--- src/rtl/tx_line_sel.sv ---
// tx_line_sel -- registered N-source selector that drives the UART TX line.
//
// Purpose:
//   Picks one of N_SRC line-level sources (idle, start, data, parity, stop,
//   test, ...) and drives it onto tx_out through a register. A selection
//   change only takes effect on a bit_tick, so the line never changes source
//   in the middle of a bit. Requests enter through a one-deep valid/ready
//   slot. Code N_SRC returns the line to idle.
//
// Optional feature (compile-time macro BREAK_GEN_EN):
//   Adds break_req/break_busy and a BREAK state that holds the line at
//   ~IDLE_LEVEL for BREAK_BITS bit times.
//
// Ports:
//   clk         in   system clock
//   rst_n       in   asynchronous active-low reset
//   bit_tick    in   one-cycle strobe at each baud bit boundary
//   src         in   [N_SRC-1:0] level sources, src[i] selected by code i
//   sel_code    in   [SEL_W-1:0] requested source code
//   sel_valid   in   request strobe
//   sel_ready   out  pending slot empty (accept on sel_valid && sel_ready)
//   tx_out      out  registered TX line
//   active_sel  out  [SEL_W-1:0] code driving tx_out (N_SRC when idle)
//   sel_err     out  sticky flag: an out-of-range code was accepted
//   break_req   in   (BREAK_GEN_EN) request a line break
//   break_busy  out  (BREAK_GEN_EN) break pending or in progress
module tx_line_sel #(
   parameter int   N_SRC      = 4,
   parameter int   SEL_W      = $clog2(N_SRC + 1),
   parameter logic IDLE_LEVEL = 1'b1
`ifdef BREAK_GEN_EN
   , parameter int BREAK_BITS = 12
`endif
) (
   input  logic             clk,
   input  logic             rst_n,
   input  logic             bit_tick,
   input  logic [N_SRC-1:0] src,
   input  logic [SEL_W-1:0] sel_code,
   input  logic             sel_valid,
   output logic             sel_ready,
   output logic             tx_out,
   output logic [SEL_W-1:0] active_sel,
   output logic             sel_err
`ifdef BREAK_GEN_EN
   , input  logic           break_req,
   output logic             break_busy
`endif
);

   localparam logic [SEL_W-1:0] IDLE_CODE = SEL_W'(N_SRC);

`ifdef BREAK_GEN_EN
   localparam int CNT_W = $clog2(BREAK_BITS + 1);
   typedef enum logic [1:0] {S_IDLE, S_ACTIVE, S_BREAK} state_t;
`else
   typedef enum logic [0:0] {S_IDLE, S_ACTIVE} state_t;
`endif

   state_t           state, state_nx;
   logic [SEL_W-1:0] act_nx;
   logic [SEL_W-1:0] pend_code, pend_code_nx;
   logic             pend_full, pend_full_nx;
   logic             sel_err_nx;
   logic             tx_nx;
`ifdef BREAK_GEN_EN
   logic             brk_pend, brk_pend_nx;
   logic [CNT_W-1:0] brk_cnt, brk_cnt_nx;
`endif

   always_ff @(posedge clk or negedge rst_n) begin
      if (!rst_n) begin
         state      <= S_IDLE;
         active_sel <= IDLE_CODE;
         pend_code  <= IDLE_CODE;
         pend_full  <= 1'b0;
         sel_err    <= 1'b0;
         tx_out     <= IDLE_LEVEL;
`ifdef BREAK_GEN_EN
         brk_pend   <= 1'b0;
         brk_cnt    <= '0;
`endif
      end else begin
         state      <= state_nx;
         active_sel <= act_nx;
         pend_code  <= pend_code_nx;
         pend_full  <= pend_full_nx;
         sel_err    <= sel_err_nx;
         tx_out     <= tx_nx;
`ifdef BREAK_GEN_EN
         brk_pend   <= brk_pend_nx;
         brk_cnt    <= brk_cnt_nx;
`endif
      end
   end

   always_comb begin
      state_nx     = state;
      act_nx       = active_sel;
      pend_code_nx = pend_code;
      pend_full_nx = pend_full;
      sel_err_nx   = sel_err;
      tx_nx        = IDLE_LEVEL;
`ifdef BREAK_GEN_EN
      brk_pend_nx  = brk_pend;
      brk_cnt_nx   = brk_cnt;
`endif

      // Accept into the slot. Out-of-range codes are folded to return-to-idle.
      if (sel_valid && !pend_full) begin
         pend_full_nx = 1'b1;
         if (sel_code > IDLE_CODE) begin
            pend_code_nx = IDLE_CODE;
            sel_err_nx   = 1'b1;
         end else begin
            pend_code_nx = sel_code;
         end
      end

      // Apply uses the registered slot, so a request accepted on this very
      // tick waits for the next one.
      if (bit_tick) begin
`ifdef BREAK_GEN_EN
         if (state == S_BREAK) begin
            brk_cnt_nx = brk_cnt - CNT_W'(1);
            if (brk_cnt == CNT_W'(1)) begin
               state_nx = S_IDLE;
               act_nx   = IDLE_CODE;
            end
         end else if (brk_pend) begin
            // Break beats a queued select; the select stays in the slot.
            state_nx    = S_BREAK;
            act_nx      = IDLE_CODE;
            brk_cnt_nx  = CNT_W'(BREAK_BITS);
            brk_pend_nx = 1'b0;
         end else
`endif
         if (pend_full) begin
            act_nx       = pend_code;
            pend_full_nx = 1'b0;
            state_nx     = (pend_code == IDLE_CODE) ? S_IDLE : S_ACTIVE;
         end
      end

`ifdef BREAK_GEN_EN
      if (break_req && !brk_pend && state != S_BREAK)
         brk_pend_nx = 1'b1;
`endif

      // Drive from next-state values so a switching tick shows the new
      // source on the very next cycle.
      if (state_nx == S_ACTIVE) begin
         for (int i = 0; i < N_SRC; i++)
            if (act_nx == SEL_W'(i)) tx_nx = src[i];
      end
`ifdef BREAK_GEN_EN
      if (state_nx == S_BREAK) tx_nx = ~IDLE_LEVEL;
`endif
   end

   assign sel_ready = !pend_full;
`ifdef BREAK_GEN_EN
   assign break_busy = brk_pend || (state == S_BREAK);
`endif

endmodule
--- config.mk ---
export PLATFORM = sky130hd
export DESIGN_NAME = tx_line_sel
export DESIGN_NICKNAME = d
export VERILOG_FILES = /design/src/rtl/tx_line_sel.sv
export SDC_FILE = /design/constraint.sdc
export NUM_CORES = 1
export LEC_CHECK = 0
export BUFFER_PORTS_ARGS = -buffer_cell sky130_fd_sc_hd__buf_2
export CAP_MARGIN = 15
export CORE_AREA = 2 2 39 41
export DETAILED_ROUTE_END_ITERATION = 7
export DIE_AREA = 0 0 41 43
export PLACE_DENSITY = 0.61
export SYNTH_ARGS = -nofsm -noshare
export SYNTH_HDL_FRONTEND = slang
export SYNTH_SLANG_ARGS = --single-unit
export TNS_END_PERCENT = 100
--- constraint.sdc ---
create_clock -name clk -period 1.7 [get_ports clk]
set_clock_uncertainty 0.1 [all_clocks]
set_input_delay 0.34 -clock clk [delete_from_list [all_inputs] [get_ports clk]]
set_output_delay 0.34 -clock clk [all_outputs]
set_load 0.005 [all_outputs]
* After elaboration in Yosys (flattened, before gate mapping)
Index checks and enable logic that the tools add are counted.
** Storage, ports and cells
- Logic and storage cells :: 29
- Memories kept :: 0
- Bits in read-only memories :: 0
- Memory bits (writable) :: 0
- Bits in registers :: 10
- Bits in latches :: 0
** Operators by class
- Bitwise operators :: 0
- Equal/unequal tests :: 4
- Muxes and demuxes :: 14
- Reductions and logical operators :: 4
- Shifts and indexed selects :: 0
- $mul :: 0
- Div/mod/pow operators :: 0
- Add/subtract/negate cells :: 0
- Order comparisons :: 1
** Operators with widths (count)
- 1-bit two-way mux :: 11
- 3-bit two-way mux :: 3
- 3-bit by 2-bit == test with 1-bit output, second input constant :: 2
- 3-bit by 1-bit == test with 1-bit output, second input constant :: 1
- 3-bit == test, second input constant :: 1
- 3-bit > comparator, second input constant :: 1
- 3-bit zero test :: 1
- 2-bit AND reduction :: 1
- 1-bit logical AND :: 1
- 1-bit zero test :: 1

* Depth between registers and ports, before layout
Gate-level depths: netlist of the first run.
- Word-level depth :: 8
- Gate-level depth with buffers :: 4

* Worst setup path before layout of the first run
OpenSTA, ideal clock, no wires.
- Kind :: register -> register
- From :: reg pend_full
- To :: reg tx_out
- Arrival :: 1.283 ns
- Setup slack :: 0.222 ns
- Cell stages (with the launch flop) :: 5
- Buffers on the path :: 0
- Path through :: dfrtp_1 > nand2_4 > mux2_4 > a2111oi_1 > nor4_1
** Between the ends
- Word-level cells in the longest chain between the ends :: 8
- Elaborated cells on any way between the ends :: 13
** RTL lines
- start, declared :: RTL line 63 : logic pend_full, pend_full_nx;
- start signal, assigned :: RTL line 87 : pend_full <= pend_full_nx;
- 3-bit two-way mux :: RTL line 138 : if (pend_full) begin
- 3-bit two-way mux :: RTL line 122 : if (bit_tick) begin
- 3-bit zero test :: RTL line 154 : if (act_nx == SEL_W'(i)) tx_nx = src[i];
- 1-bit two-way mux (4 in a row) :: RTL line 154
- 1-bit two-way mux (*) :: RTL line 152 : if (state_nx == S_ACTIVE) begin
- via tx_nx :: RTL line 65 : logic tx_nx;
- end signal, assigned :: RTL line 89 : tx_out <= tx_nx;
- end, declared :: RTL line 42 : output logic tx_out,
The timed path passes the listed nets; every way through them passes the cells marked *.
A chain may end at the register's enable or synchronous reset.

* Worst setup path in the final report of the first run
Ends and elaborated chain as after synthesis.

==> out/results.md, run 1 <==
## Run status
• result of the run: finished clean

## Pwr
• P_leak: 0.306 nW
• maximum VDD drop: 0.000700 V
• power per cell area: 1180 nW/um^2

## Worst hold path
• beginning of the worst hold path: sel_code[1]
• Worst Hold Class: input pin to flip-flop
• hold path depth: 3
• Hold Path End: pend_code[1]$_DFFE_PN0P_

## Floorplan
• count of boundary I/O pins: 17
• die extent in y: 43 um
• area of the die: 1760 um^2
• area inside the core boundary: 1380 um^2
• width of the die: 41 um
• Site Rows: 14
• effective utilization at floorplan: 36.5%

## Placed design
• number of buffers inserted by port buffering: 16
• area post-placement: 606 um^2
• RePlAce Congestion: 0.679

## Yosys
• Cell Area, Synth: 505 um^2
• Seq/Total Area, Yosys: 50.2%
• number of storage elements in the synthesis netlist: 10
• Avg Cell Area, Syn: 10.3 um^2
• distinct cell type count of the synthesized netlist: 20
• Post-Syn Nets: 60
• total of warnings raised by yosys: 0
• gate count of the mapped netlist: 49

## STA
• final critical-path required period: 1.62 ns
• slew at the pin closest to its max-slew limit: 0.401 ns
• final critical-path share of the clock period: 95.3%
• top achievable clock speed: 617 MHz
• count of final max-slew check failures: 0
• accumulated negative setup slack: 0 ns
• relative max-transition margin: 73.2%
• total count of hold-check failures in the final report: 0
• number of endpoints failing setup at the final stage: 0
• setup repair after global routing missed its margin: false

## Setup path
• Critical Path Start Type: flip-flop
• element type at the critical path end: flip-flop
• cell with the largest stage delay on the worst path: sky130_fd_sc_hd__dfrtp_1
• Reg-to-Reg End: tx_out$_DFF_PN1_
• Crit path arrival time: 1.69 ns
• register-to-register setup slack: 0.08 ns
• Max FO, Critical Path: 8
• required arrival time at the worst endpoint: 1.77 ns
• cell-by-cell listing of the critical path: nand2_4 -> mux2_4 -> a2111oi_1 -> nor4_1
• worst setup path category: flip-flop to flip-flop
• worst r2r path cells: 4
• delay of the slowest cell on the worst path: 0.45 ns
• startpoint of the lowest-slack register-to-register path: pend_full$_DFF_PN0_

## Routing
• Antenna Violating Nets Remaining: 0
• number of remaining DRC errors: 0
• total detailed-routing wirelength: 985 um
• router iterations before antenna repair: 4
• vias per cell: 4.99
• total vias in the final route: 429
• post-detailed-route wirelength per cell: 11.5 um
• first-iteration detailed-routing DRC count: 5

## Layout
• Layout Cell Area excl Fill: 653 um^2
• final design utilization: 47.2%
• Layout Area Growth over Synthesis: 29.2%
• Antenna Diode Count: 0
• ratio of cells with drive above 1 in the final layout: 41.4%
• Final Net Count: 82

## GRT
• global-route wire length before repair: 1680 um
• number of antenna violations at the first check in global routing: 0
• vias in the first global route: 409
• total gr overflow: 0
• gr usage total: 14.1%
• pin count of the biggest net entering global routing: 11

## Clock tree
• number of CTS-inserted buffers: 3
• clock net sink count: 10
• clock latency at the later pin of the worst-skew pair: 0.26 ns
• clock-pin slew reported for the worst setup and hold paths after clock tree synthesis: 0.07 ns
• TritonCTS clock tree: done
• clock tree root driver cell: sky130_fd_sc_hd__clkbuf_4
• number of buffers inserted to repair setup after CTS: 0
• CTS H-Tree Depth: 1
• maximum buffer depth of the clock tree: 2

## Job
• number of max-cap violations: 0

worst max-delay path, delay by kind of cell (launching register included):
family / cells / cell delay (ns)
AND/OR/NAND/NOR: 2 / 0.26
multiplexers: 1 / 0.33
AO/OA/AOI/OAI: 1 / 0.39
flip-flops: 1 / 0.45
synth_stat cells (all sizes together):
library cell | number | area share (%)
nand2 | 8 | 7.4
dfrtp | 7 | 35
nand2b | 5 | 6.2
o21ai | 5 | 4.9
dfstp | 3 | 16
mux2 | 3 | 7.4
nand3 | 3 | 3.0
nor4 | 3 | 3.7
a2111oi | 2 | 3.7
a21boi | 2 | 3.0
inv | 2 | 1.5
a21bo | 1 | 2.0
a31oi | 1 | 1.2
and3b | 1 | 2.0
nor2 | 1 | 0.74
nor3b | 1 | 1.5
o21bai | 1 | 1.5
cells in the final DEF (no fill, tap or decap), drive strengths merged:
| master | netlist | routed |
|---|---|---|
| a2111oi | 2 | 2 |
| and3b | 1 | 1 |
| dlygate4sd3 | 0 | 1 |
| nor2 | 1 | 1 |
| dfstp | 3 | 3 |
| nand2 | 8 | 8 |
| a31oi | 1 | 1 |
| nor3b | 1 | 1 |
| nand3 | 3 | 3 |
| nand2b | 5 | 5 |
| clkbuf | 0 | 4 |
| o21bai | 1 | 1 |
| nor4 | 3 | 3 |
| o21ai | 5 | 5 |
| inv | 2 | 2 |
| dfrtp | 7 | 7 |
| buf | 0 | 16 |
| a21boi | 2 | 2 |
| mux2 | 3 | 3 |
| a21bo | 1 | 1 |
state kept, by name, summed over array words and instances, names as in the netlist:
register	cells
sel_err	1
state	1
pend_code	3
active_sel	3
tx_out	1
pend_full	1
where the power goes:
group / switching, mW / internal [mW] / total (mW)
combinational: 0.0940 / 0.111 / 0.205
sequential: 0.0436 / 0.313 / 0.357
clock: 0.0780 / 0.130 / 0.208
total: 0.216 / 0.554 / 0.769
worst max-delay path by stage:
stage / start / to / slack (ns) / cells past startpoint
after CTS: pend_full$_DFF_PN0_ / tx_out$_DFF_PN1_ / 0.07 / 4
final: pend_full$_DFF_PN0_ / tx_out$_DFF_PN1_ / 0.08 / 4
after detailed placement: bit_tick / tx_out$_DFF_PN1_ / 0.09 / 5
after global placement: bit_tick / tx_out$_DFF_PN1_ / 0.17 / 5
after global routing: pend_full$_DFF_PN0_ / tx_out$_DFF_PN1_ / 0.02 / 4
after floorplan: pend_full$_DFF_PN0_ / tx_out$_DFF_PN1_ / 0.22 / 4
metal layers:
layer  vias to the layer above  wire length [um]  GRT usage [%]
li1                        219                 -              -
met1                       198               461           19.0
met2                        12               463           20.0
met3                         0                60           4.71
met4                         0                 0           6.00
met5                         -                 0              0
logic make-up after synthesis:
logic type,Yosys count,synth area share [%]
compound gates,12,16.3
buf+inv,2,1.49
flops,10,50.2
mux,3,7.42
simple gates,22,24.5
layout make-up:
class                      count  area (um^2)
fill                         141          731
clock buffer                   4         36.3
multi-input combinational     37          245
tap                           16         20.0
inverter                       2         7.51
timing repair buffer          17         90.1
sequential                    10          254
repair_timing:
action                                  CTS  global route
endpoints found under the setup margin    0             1
resized for setup                         0             1
hold buffers                              1             0
hold endpoints to repair                  7             0
per-stage QoR:
step | instances | worst slack, ns | hold slack (ns) | total power [mW]
5_1_grt | 86 | 0.0225 | 0.259 | 0.837
6_report | 86 | 0.0803 | 0.244 | 0.769
3_3_place_gp | 81 | 0.167 | 0.115 | 0.561
4_1_cts | 86 | 0.0705 | 0.238 | 0.781
3_5_place_dp | 81 | 0.0929 | 0.115 | 0.566
2_1_floorplan | 49 | 0.222 | -0.0556 | 0.482
(Power assumes the default switching activity.)
==> run 2, diff against run 1 <==
--- a/config.mk
+++ b/config.mk
@@ -10,7 +10,7 @@
 export CORE_AREA = 2 2 39 41
 export DETAILED_ROUTE_END_ITERATION = 7
 export DIE_AREA = 0 0 41 43
-export PLACE_DENSITY = 0.61
+export RECOVER_POWER = 50
 export SYNTH_ARGS = -nofsm -noshare
 export SYNTH_HDL_FRONTEND = slang
 export SYNTH_SLANG_ARGS = --single-unit
==> run 2 against run 1 <==
Die area did not move. Highest routed layer unchanged. Cell count did not move. Via count fell by 0.70%. Core utilization fell by 0.45 points. Design area fell by 0.96%.
==> out/results.md, run 2 (synthesis gave the netlist of run 1 again) <==
## Layout
• Final Net Count: 82, unchanged
• most common cell after layout, fill and taps aside: sky130_fd_sc_hd__buf_2
• most frequent cells in the layout: 15 x sky130_fd_sc_hd__buf_2, 7 x sky130_fd_sc_hd__nand2_1, 7 x sky130_fd_sc_hd__dfrtp_1, 5 x sky130_fd_sc_hd__o21ai_0, 5 x sky130_fd_sc_hd__nand2b_1
• ratio of cells with drive above 1 in the final layout: 38.6%, -2.9 points
• largest registers ranked by flip-flop count: active_sel (3), pend_code (3)
• Layout Area Growth over Synthesis: 28.0%
• Antenna Diode Count: 0, unchanged
• Final Non-Filler Cells: 86, unchanged

## Routing
• number of remaining DRC errors: 0, unchanged
• Antenna Violating Nets Remaining: 0, unchanged
• router iterations before antenna repair: 4, unchanged
• total detailed-routing wirelength: 960 um, -2.5%
• post-detailed-route wirelength per cell: 11.2 um, -2.5%
• vias per cell: 4.95, -0.70%
• first-iteration detailed-routing DRC count: 8, +3
• total vias in the final route: 426, -0.70%

## GRT
• gr usage total: 13.4%, -0.70 points
• global-route wire length before repair: 1600 um, -4.9%
• pin count of the biggest net entering global routing: 11, unchanged
• vias in the first global route: 379, -7.3%
• number of antenna violations at the first check in global routing: 0, unchanged
• total gr overflow: 0, unchanged

## Clock tree
• TritonCTS clock tree: done
• number of CTS-inserted buffers: 3, unchanged
• clock net sink count: 10, unchanged
• clock tree root driver cell: sky130_fd_sc_hd__clkbuf_4
• CTS H-Tree Depth: 1, unchanged
• maximum buffer depth of the clock tree: 2, unchanged
• clock-pin slew reported for the worst setup and hold paths after clock tree synthesis: 0.07 ns, about the same
• clock latency at the later pin of the worst-skew pair: 0.26 ns, about the same

## Floorplan
• area of the die: 1760 um^2, unchanged
• effective utilization at floorplan: 36.5%, unchanged
• count of boundary I/O pins: 17, unchanged
• width of the die: 41 um, unchanged
• area inside the core boundary: 1380 um^2, unchanged
• die extent in y: 43 um, unchanged
• Site Rows: 14, unchanged

## Worst hold path
• Hold Path End: pend_code[1]$_DFFE_PN0P_
• hold path depth: 3, unchanged
• Worst Hold Class: input pin to flip-flop
• beginning of the worst hold path: sel_code[1]

## Setup path
• Reg-to-Reg End: tx_out$_DFF_PN1_
• element type at the critical path end: flip-flop
• critical path's top delay family: flip-flops
• delay of the slowest cell on the worst path: 0.45 ns, about the same
• required arrival time at the worst endpoint: 1.77 ns, about the same
• Crit path arrival time: 1.65 ns, -0.04 ns
• worst setup path category: flip-flop to flip-flop
• startpoint of the lowest-slack register-to-register path: pend_full$_DFF_PN0_
• worst r2r path cells: 4, unchanged
• cell with the largest stage delay on the worst path: sky130_fd_sc_hd__dfrtp_1
• register-to-register setup slack: 0.12 ns, +0.04 ns
• buffers plus inverters on the worst setup path: 0, unchanged
• Max FO, Critical Path: 8, unchanged
• cell-by-cell listing of the critical path: nand2_4 -> mux2_4 -> a2111oi_1 -> nor4_1
• Critical Path Start Type: flip-flop

## STA
• setup repair after global routing missed its margin: false
• slew at the pin closest to its max-slew limit: 0.547 ns, +0.146 ns
• count of final max-slew check failures: 0, unchanged
• worst hold slack: 0.234 ns, -0.00946 ns
• slack of the critical path: 0.117 ns, +0.0363 ns
• final critical-path share of the clock period: 93.1%, -2.1 points
• top achievable clock speed: 632 MHz, +2.3%
• accumulated negative setup slack: 0 ns, unchanged
• total count of hold-check failures in the final report: 0, unchanged
• relative max-transition margin: 63.6%, -9.7 points
• number of endpoints failing setup at the final stage: 0, unchanged
• final critical-path required period: 1.58 ns, -0.0363 ns

## Placed design
• RePlAce Congestion: 0.649, -4.3%
• number of buffers inserted by port buffering: 16, unchanged
• DP HPWL: 746 um
• post-place setup slack: 0.0937 ns, +0.000729 ns
• # placed instances: 81, unchanged

## Job
• number of max-cap violations: 0, unchanged

## Pwr
• P_leak: 0.298 nW, -2.7%
• Overall Power: 733 uW, -4.7%
• power per cell area: 1130 nW/um^2, -3.8%
• maximum VDD drop: 0.000519 V, -26%

## Run status
• result of the run: finished clean

[run 2: through the flow]
stage	utilization, %	instance area [um^2]
floorplan	-	505
global placement	43.8	606
detailed placement	43.8	606
CTS	46.4	642
global route	46.7	647
finish	46.7	647
[run 2: worst max path at each step]
stage	start	endpoint	slack, ns	cells after the start
2_1_floorplan	pend_full$_DFF_PN0_	tx_out$_DFF_PN1_	0.22	4
3_3_place_gp	bit_tick	tx_out$_DFF_PN1_	0.17	5
3_5_place_dp	bit_tick	tx_out$_DFF_PN1_	0.09	5
4_1_cts	pend_full$_DFF_PN0_	tx_out$_DFF_PN1_	0.06	4
5_1_grt	pend_full$_DFF_PN0_	tx_out$_DFF_PN1_	0.02	4
6_report	pend_full$_DFF_PN0_	tx_out$_DFF_PN1_	0.12	4
[run 2: power breakdown]
group	internal, mW	switching [mW]
combinational	0.112	0.0963
clock	0.0905	0.0802
sequential	0.312	0.0425
[run 2: cell type report]
class	count	area (um^2)
Multi-Input combinational cell	37	250
Timing Repair Buffer	17	88.8
Tap cell	16	20.0
Fill cell	140	737
Sequential cell	10	254
Clock buffer	4	26.3
Inverter	2	7.51
[run 2: routing by layer]
layer / routed length, um / vias up / GRT usage, %
met2: 459 / 11 / 19.4
met4: 0 / 0 / 6.00
met3: 55 / 0 / 4.71
met1: 445 / 190 / 17.4
met5: 0 / - / 0
li1: - / 225 / -
[run 2: what timing repair did]
action	in CTS	in global routing
buffers inserted	0	0
endpoints found under the hold margin	7	0
gates resized for setup	0	3
endpoints found under the setup margin	0	1
hold buffers	1	0
[run 2: worst reg2reg max path, stage by stage, from the launching register on]
cell and delay, ns:
sky130_fd_sc_hd__dfrtp_1 0.45, sky130_fd_sc_hd__nand2_4 0.14, sky130_fd_sc_hd__mux2_4 0.33, sky130_fd_sc_hd__a2111oi_1 0.35, sky130_fd_sc_hd__nor4_1 0.12
